### config.mk
export PLATFORM = sky130hd
export DESIGN_NAME = spi_master_ctrl
export DESIGN_NICKNAME = d
export VERILOG_FILES = /design/src/rtl/spi_pkg.sv /design/src/rtl/spi_clk_gen.sv /design/src/rtl/spi_master_ctrl.sv
export SDC_FILE = /design/constraint.sdc
export NUM_CORES = 1
export LEC_CHECK = 0
export ABC_AREA = 0
export CAP_MARGIN = 30
export CORE_ASPECT_RATIO = 1.2
export CORE_MARGIN = 4
export CORE_UTILIZATION = 49
export DETAILED_ROUTE_END_ITERATION = 12
export GPL_ROUTABILITY_DRIVEN = 0
export PLACE_DENSITY = 0.79
export SETUP_SLACK_MARGIN = 0.1
export SYNTH_ARGS = -nofsm -noshare
export SYNTH_HDL_FRONTEND = slang
export SYNTH_SLANG_ARGS = --single-unit
### constraint.sdc
create_clock -name clock -period 2.35 [get_ports clock]
set_input_delay 0.47 -clock clock [delete_from_list [all_inputs] [get_ports clock]]
set_output_delay 0.47 -clock clock [all_outputs]
set_load 0.02 [all_outputs]
### src/rtl/spi_pkg.sv
// spi_pkg: shared SPI master types and mode constants
package spi_pkg;
  typedef enum logic [1:0] {IDLE, SETUP, SHIFT, HOLD} spi_state_t;
  typedef struct packed {
    logic cpol;
    logic cpha;
  } spi_mode_t;
  localparam spi_mode_t SPI_MODE0 = 2'b00;
  localparam spi_mode_t SPI_MODE1 = 2'b01;
  localparam spi_mode_t SPI_MODE2 = 2'b10;
  localparam spi_mode_t SPI_MODE3 = 2'b11;
endpackage

### src/rtl/spi_clk_gen.sv
// spi_clk_gen: half-period down-counter, one-cycle tick every div+1 clocks while enabled
module spi_clk_gen #(
  parameter int DIV_W = 8
) (
  input  logic             clock,
  input  logic             reset,
  input  logic             en,
  input  logic [DIV_W-1:0] div,
  output logic             tick
);
  logic [DIV_W-1:0] cnt;
  assign tick = en && cnt == '0;
  always_ff @(posedge clock)
    cnt <= reset ? '0 : (!en || tick) ? div : cnt - 1'b1;
endmodule

### src/rtl/spi_master_ctrl.sv
// spi_master_ctrl: full-duplex SPI master, all CPOL/CPHA modes, runtime divider, start/busy/done handshake
module spi_master_ctrl
  import spi_pkg::*;
#(
  parameter int DATA_W = 8,
  parameter int NUM_CS = 2,
  parameter int DIV_W  = 8,
  localparam int CS_W  = NUM_CS > 1 ? $clog2(NUM_CS) : 1,
  localparam int EC_W  = $clog2(2 * DATA_W + 1)
) (
  input  logic              clock,
  input  logic              reset,
  input  logic              start,
  input  logic [CS_W-1:0]   cs_sel,
  input  logic              cpol,
  input  logic              cpha,
  input  logic [DIV_W-1:0]  clk_div,
  input  logic [DATA_W-1:0] tx_data,
  output logic              busy,
  output logic              done,
  output logic              err,
  output logic [DATA_W-1:0] rx_data,
  output logic              sclk,
  output logic              mosi,
  input  logic              miso,
  output logic [NUM_CS-1:0] nss
);
  spi_state_t        state, state_n;
  spi_mode_t         mode_q;
  logic [DIV_W-1:0]  div_q;
  logic [DATA_W-1:0] tx_sr, rx_sr;
  logic [EC_W-1:0]   ecnt;
  logic              tick, accept, lead, last, cs_ok;
  assign cs_ok  = int'(cs_sel) < NUM_CS;
  assign accept = state == IDLE && start && cs_ok;
  assign busy   = state != IDLE;
  assign lead   = ~ecnt[0];
  assign last   = ecnt == EC_W'(2 * DATA_W - 1);
  // while idle the counter preloads from the live divider so SETUP starts with a full half-period
  spi_clk_gen #(.DIV_W(DIV_W)) u_clk_gen (
    .clock (clock),
    .reset (reset),
    .en    (busy),
    .div   (busy ? div_q : clk_div),
    .tick  (tick)
  );
  always_ff @(posedge clock)
    state <= reset ? IDLE : state_n;
  always_comb begin
    state_n = state;
    if (accept) state_n = SETUP;
    else if (tick) state_n = state == SETUP ? SHIFT : state == HOLD ? IDLE : last ? HOLD : SHIFT;
  end
  always_ff @(posedge clock) begin
    if (reset) begin
      mode_q  <= SPI_MODE0;
      div_q   <= '0;
      tx_sr   <= '0;
      rx_sr   <= '0;
      ecnt    <= '0;
      sclk    <= 1'b0;
      mosi    <= 1'b0;
      nss     <= '1;
      done    <= 1'b0;
      err     <= 1'b0;
      rx_data <= '0;
    end else begin
      done <= 1'b0;
      err  <= 1'b0;
      if (state == IDLE) begin
        sclk <= accept ? cpol : mode_q.cpol;
        err  <= start && !cs_ok;
        if (accept) begin
          mode_q <= {cpol, cpha};
          div_q  <= clk_div;
          // CPHA=1 re-presents the MSB on the first leading edge, so keep it in the shifter
          tx_sr  <= cpha ? tx_data : tx_data << 1;
          mosi   <= tx_data[DATA_W-1];
          rx_sr  <= '0;
          ecnt   <= '0;
          nss    <= ~(NUM_CS'(1) << cs_sel);
        end
      end else if (tick && state == SHIFT) begin
        sclk <= ~sclk;
        ecnt <= ecnt + 1'b1;
        if (lead ^ mode_q.cpha) rx_sr <= {rx_sr[DATA_W-2:0], miso};
        if (mode_q.cpha ? lead : (!lead && !last)) begin
          mosi  <= tx_sr[DATA_W-1];
          tx_sr <= tx_sr << 1;
        end
      end else if (tick && state == HOLD) begin
        nss     <= '1;
        rx_data <= rx_sr;
        done    <= 1'b1;
      end
    end
  end
endmodule

==> impl_metrics.yaml, run 1 <==
floorplanning:
  die_w_um: 74.47
  rows: 28
  coreArea_sq_um: 5045
  die_area_sq_um: 6535
  io_pins: 38
  fp.dieH_um: 87.76
  start_util: 0.5149
sta:
  finalWorstSetupSlack_ns: 0.1841
  fin_crit_sh: 0.9217
  hold_violations: 0
  whs_ns: 0.4586
  worstMarginPinSlew_ns: 0.5054
  fin_skew_ns: 0.01203
  maxClockFrequency_mhz: 461.7
  setup_viol: 0
  final.min_clock_period_ns: 2.166
  rsz0062_at_grt: "yes"
  relSlewSlack: 0.6606
  drv_slew: 0
  finalSetupTns_ns: 0
place:
  hpwl_mm: 3.938
  dp.cells: 399
  io_buffers: 36
  placed_cell_area_sq_um: 3049
  pre_cts_ws_ns: 0.1062
global_route:
  antenna_found_initial: 0
  grt_max_degree: 41
  overflow: 0
  grt_usage: 0.1844
  grt_first_pass_wirelength_mm: 9.673
  grt_pass1_vias: 2260
setup_path:
  timing.rr.end: "tx_sr[4]"
  crit_path_end_kind: "flip-flop"
  start_kind: "flip-flop"
  path_buf_inv: 2
  max_stage_delay_ns: 0.35
  critPathRequiredTime_ns: 2.55
  r2r_start: "ecnt[0]"
  worstPathArrival_ns: 2.37
  path_cells: "ha_4 > and3_4 > ha_2 > or3b_1 > a311o_1 > buf_12 > buf_4 > o21ai_0 > o41ai_2"
  cp_top_family: "compound AO/OA/AOI/OAI gates"
  crit_path_max_fanout: 7
  crit_type: "flip-flop to flip-flop"
  reg2reg_slack_ns: 0.18
  crit_path_top_delay_cell: "dfxtp_2"
  r2r_cells: 9
synthesis:
  synth-simple-area-share: 0.2355
  yosys_most_used_dff: "dfxtp_1"
  synth_xor_area_frac: 0.02697
  netlist_area_sq_um: 2597
  synthCells: 314
  yosysTopAreaCellShare: 0.4162
  synth_top_area_cell: "dfxtp_1"
  synth_seq_cells: 54
  synth-async-reset-ratio: 0
  synth_top_family_by_area: "simple AND/OR/NAND/NOR gates"
  synth_area_leaders: "dfxtp_1 (42%), a21oi_1 (6.9%), mux2i_1 (6.9%)"
  avgSynthCellArea_sq_um: 8.272
  synthAdderAreaFrac: 0.01927
  synth_edf_count: 0
  syn_nets: 341
  synth_cell_types: 45
  yosysWarnings: 0
  ys_seq_area_frac: 0.4162
  muxShareOfSynthArea: 0.08237
  synth-compound-area-share: 0.1686
detailed_routing:
  met1_length_mm: 2.625
  drcViolationCount: 0
  ant_nets: 0
  initialDrtViolationCount: 141
  routedWlPerCell_um: 14.19
  met3_length_um: 261
  route.met2.wl_mm: 2.882
  num_vias: 2340
  drtPass1Iterations: 4
  top_layer_used: "met4"
  avgViaCountPerCell: 5.693
  finalWirelength_mm: 5.833
layout:
  drive_gt1_frac: 0.1168
  layout_commonest_cell: "dfxtp_1"
  syn_to_final_growth_pct: 23.94
  layout.cells.non_filler: 411
  final_cell_mix: "dfxtp_1 (52), nand2_1 (38), a21oi_1 (36), clkdlybuf4s50_1 (35), nor2_1 (31)"
  nets: 377
  final_core_util: 0.6381
  antenna_cells: 0
  fin_area_sq_um: 3219
min_path:
  hold_class: "flip-flop to flip-flop"
  min_to: "mode_q[1]"
  whs_path_depth: 2
  hold_start: "mode_q[1]"
clock_tree:
  cts_num_sinks: 54
  cts_buffers: 5
  clk_latency_ns: 0.31
  ctsLongestPathBuffers: 2
  cts_tree: "built"
  postCtsHoldBufs: 0
  cts-root-buf: "clkbuf_8"
  htree_levels: 2
  clkTransAtPathRegs_ns: 0.09
power_and_ir_drop:
  leakagePower_nw: 1.169
  peakVddDrop_uv: 446.1
  power_density_nw_per_um2: 647.8
  power.total_mw: 2.085
run_status:
  outcome: "completed"
run:
  timing.max_cap.violations: 0
## layer usage
layer,up-vias,global-route usage
met5,-,0
met1,1105,0.2132
met2,47,0.3285
li1,1181,-
met3,7,0.04592
met4,0,0.05987
## cells by family (layout without fill, tap and decap cells)
logic type,count (synthesis),after routing
other cells,1,1
buf+inv,31,68
compound gates,74,74
fa+ha+maj,4,4
flops,54,54
xor+xnor,8,8
simple gates,121,121
mux,21,21
## sequential cells by signal (all words and copies together), names as in the netlist, 2 cells and up
name	flops
ecnt	5
tx_sr	8
state	2
nss	2
mode_q	2
div_q	8
rx_sr	8
u_clk_gen.cnt	8
rx_data	8
## cell usage after synthesis (3+ instances only)
library cell  instances
a211oi_1              3
a21oi_1              36
clkbuf_1             21
dfxtp_1              54
ha_1                  4
inv_1                 7
mux2_2                3
mux2i_1              18
nand2_1              38
nand2b_1              3
nand3_1              10
nand3b_1              3
nor2_1               31
nor2b_1               7
nor3_1                8
nor3b_1               4
o211ai_1              3
o21ai_0              16
o41ai_1               7
xnor2_1               5
xor2_1                3
## what timing repair did
item | in CTS | in global routing
cloned | 0 | 0
resized for setup | 9 | 4
setup buffers | 4 | 0
pin swaps | 4 | 1
setup endpoints to repair | 1 | 17
## report_power, final
part           switching [mW]  internal (mW)  leakage (nW)
combinational           0.285          0.232         0.680
sequential             0.0579          0.971         0.441
clock                   0.302          0.237        0.0472
## layout make-up
type | instances | area [sq um]
repair buffers | 53 | 505.5
fillers | 443 | 1826
well taps | 60 | 75.07
clock inverters | 2 | 12.51
inverters | 7 | 26.28
multi-input cells | 229 | 1434
flip-flops and latches | 54 | 1084
clock buffers | 6 | 82.58
## worst max path at each step
stage	start	to	slack (ns)	cells after the start
2_1_floorplan	ecnt[0]	tx_sr[0]	0.10	8
3_3_place_gp	ecnt[0]	mosi	0.14	8
3_5_place_dp	ecnt[1]	mosi	0.11	8
4_1_cts	ecnt[0]	tx_sr[3]	0.11	8
5_1_grt	ecnt[1]	tx_sr[4]	0.07	9
6_report	ecnt[0]	tx_sr[4]	0.18	9
## worst register-to-register path, stage by stage, from the launching register on
cell and delay [ns]:
dfxtp_2 0.35, ha_4 0.16, and3_4 0.17, ha_2 0.17
or3b_1 0.34, a311o_1 0.32, buf_12 0.15, buf_4 0.14
o21ai_0 0.18, o41ai_2 0.10
Note: power is estimated with default switching activity, not from simulation.
==> run 2: changes to the inputs <==
- GPL_ROUTABILITY_DRIVEN: 0 -> unset
- TNS_END_PERCENT: unset -> 100
==> results of run 2 <==
Same layout as run 1: the final DEF is identical, and so are final timing and power.
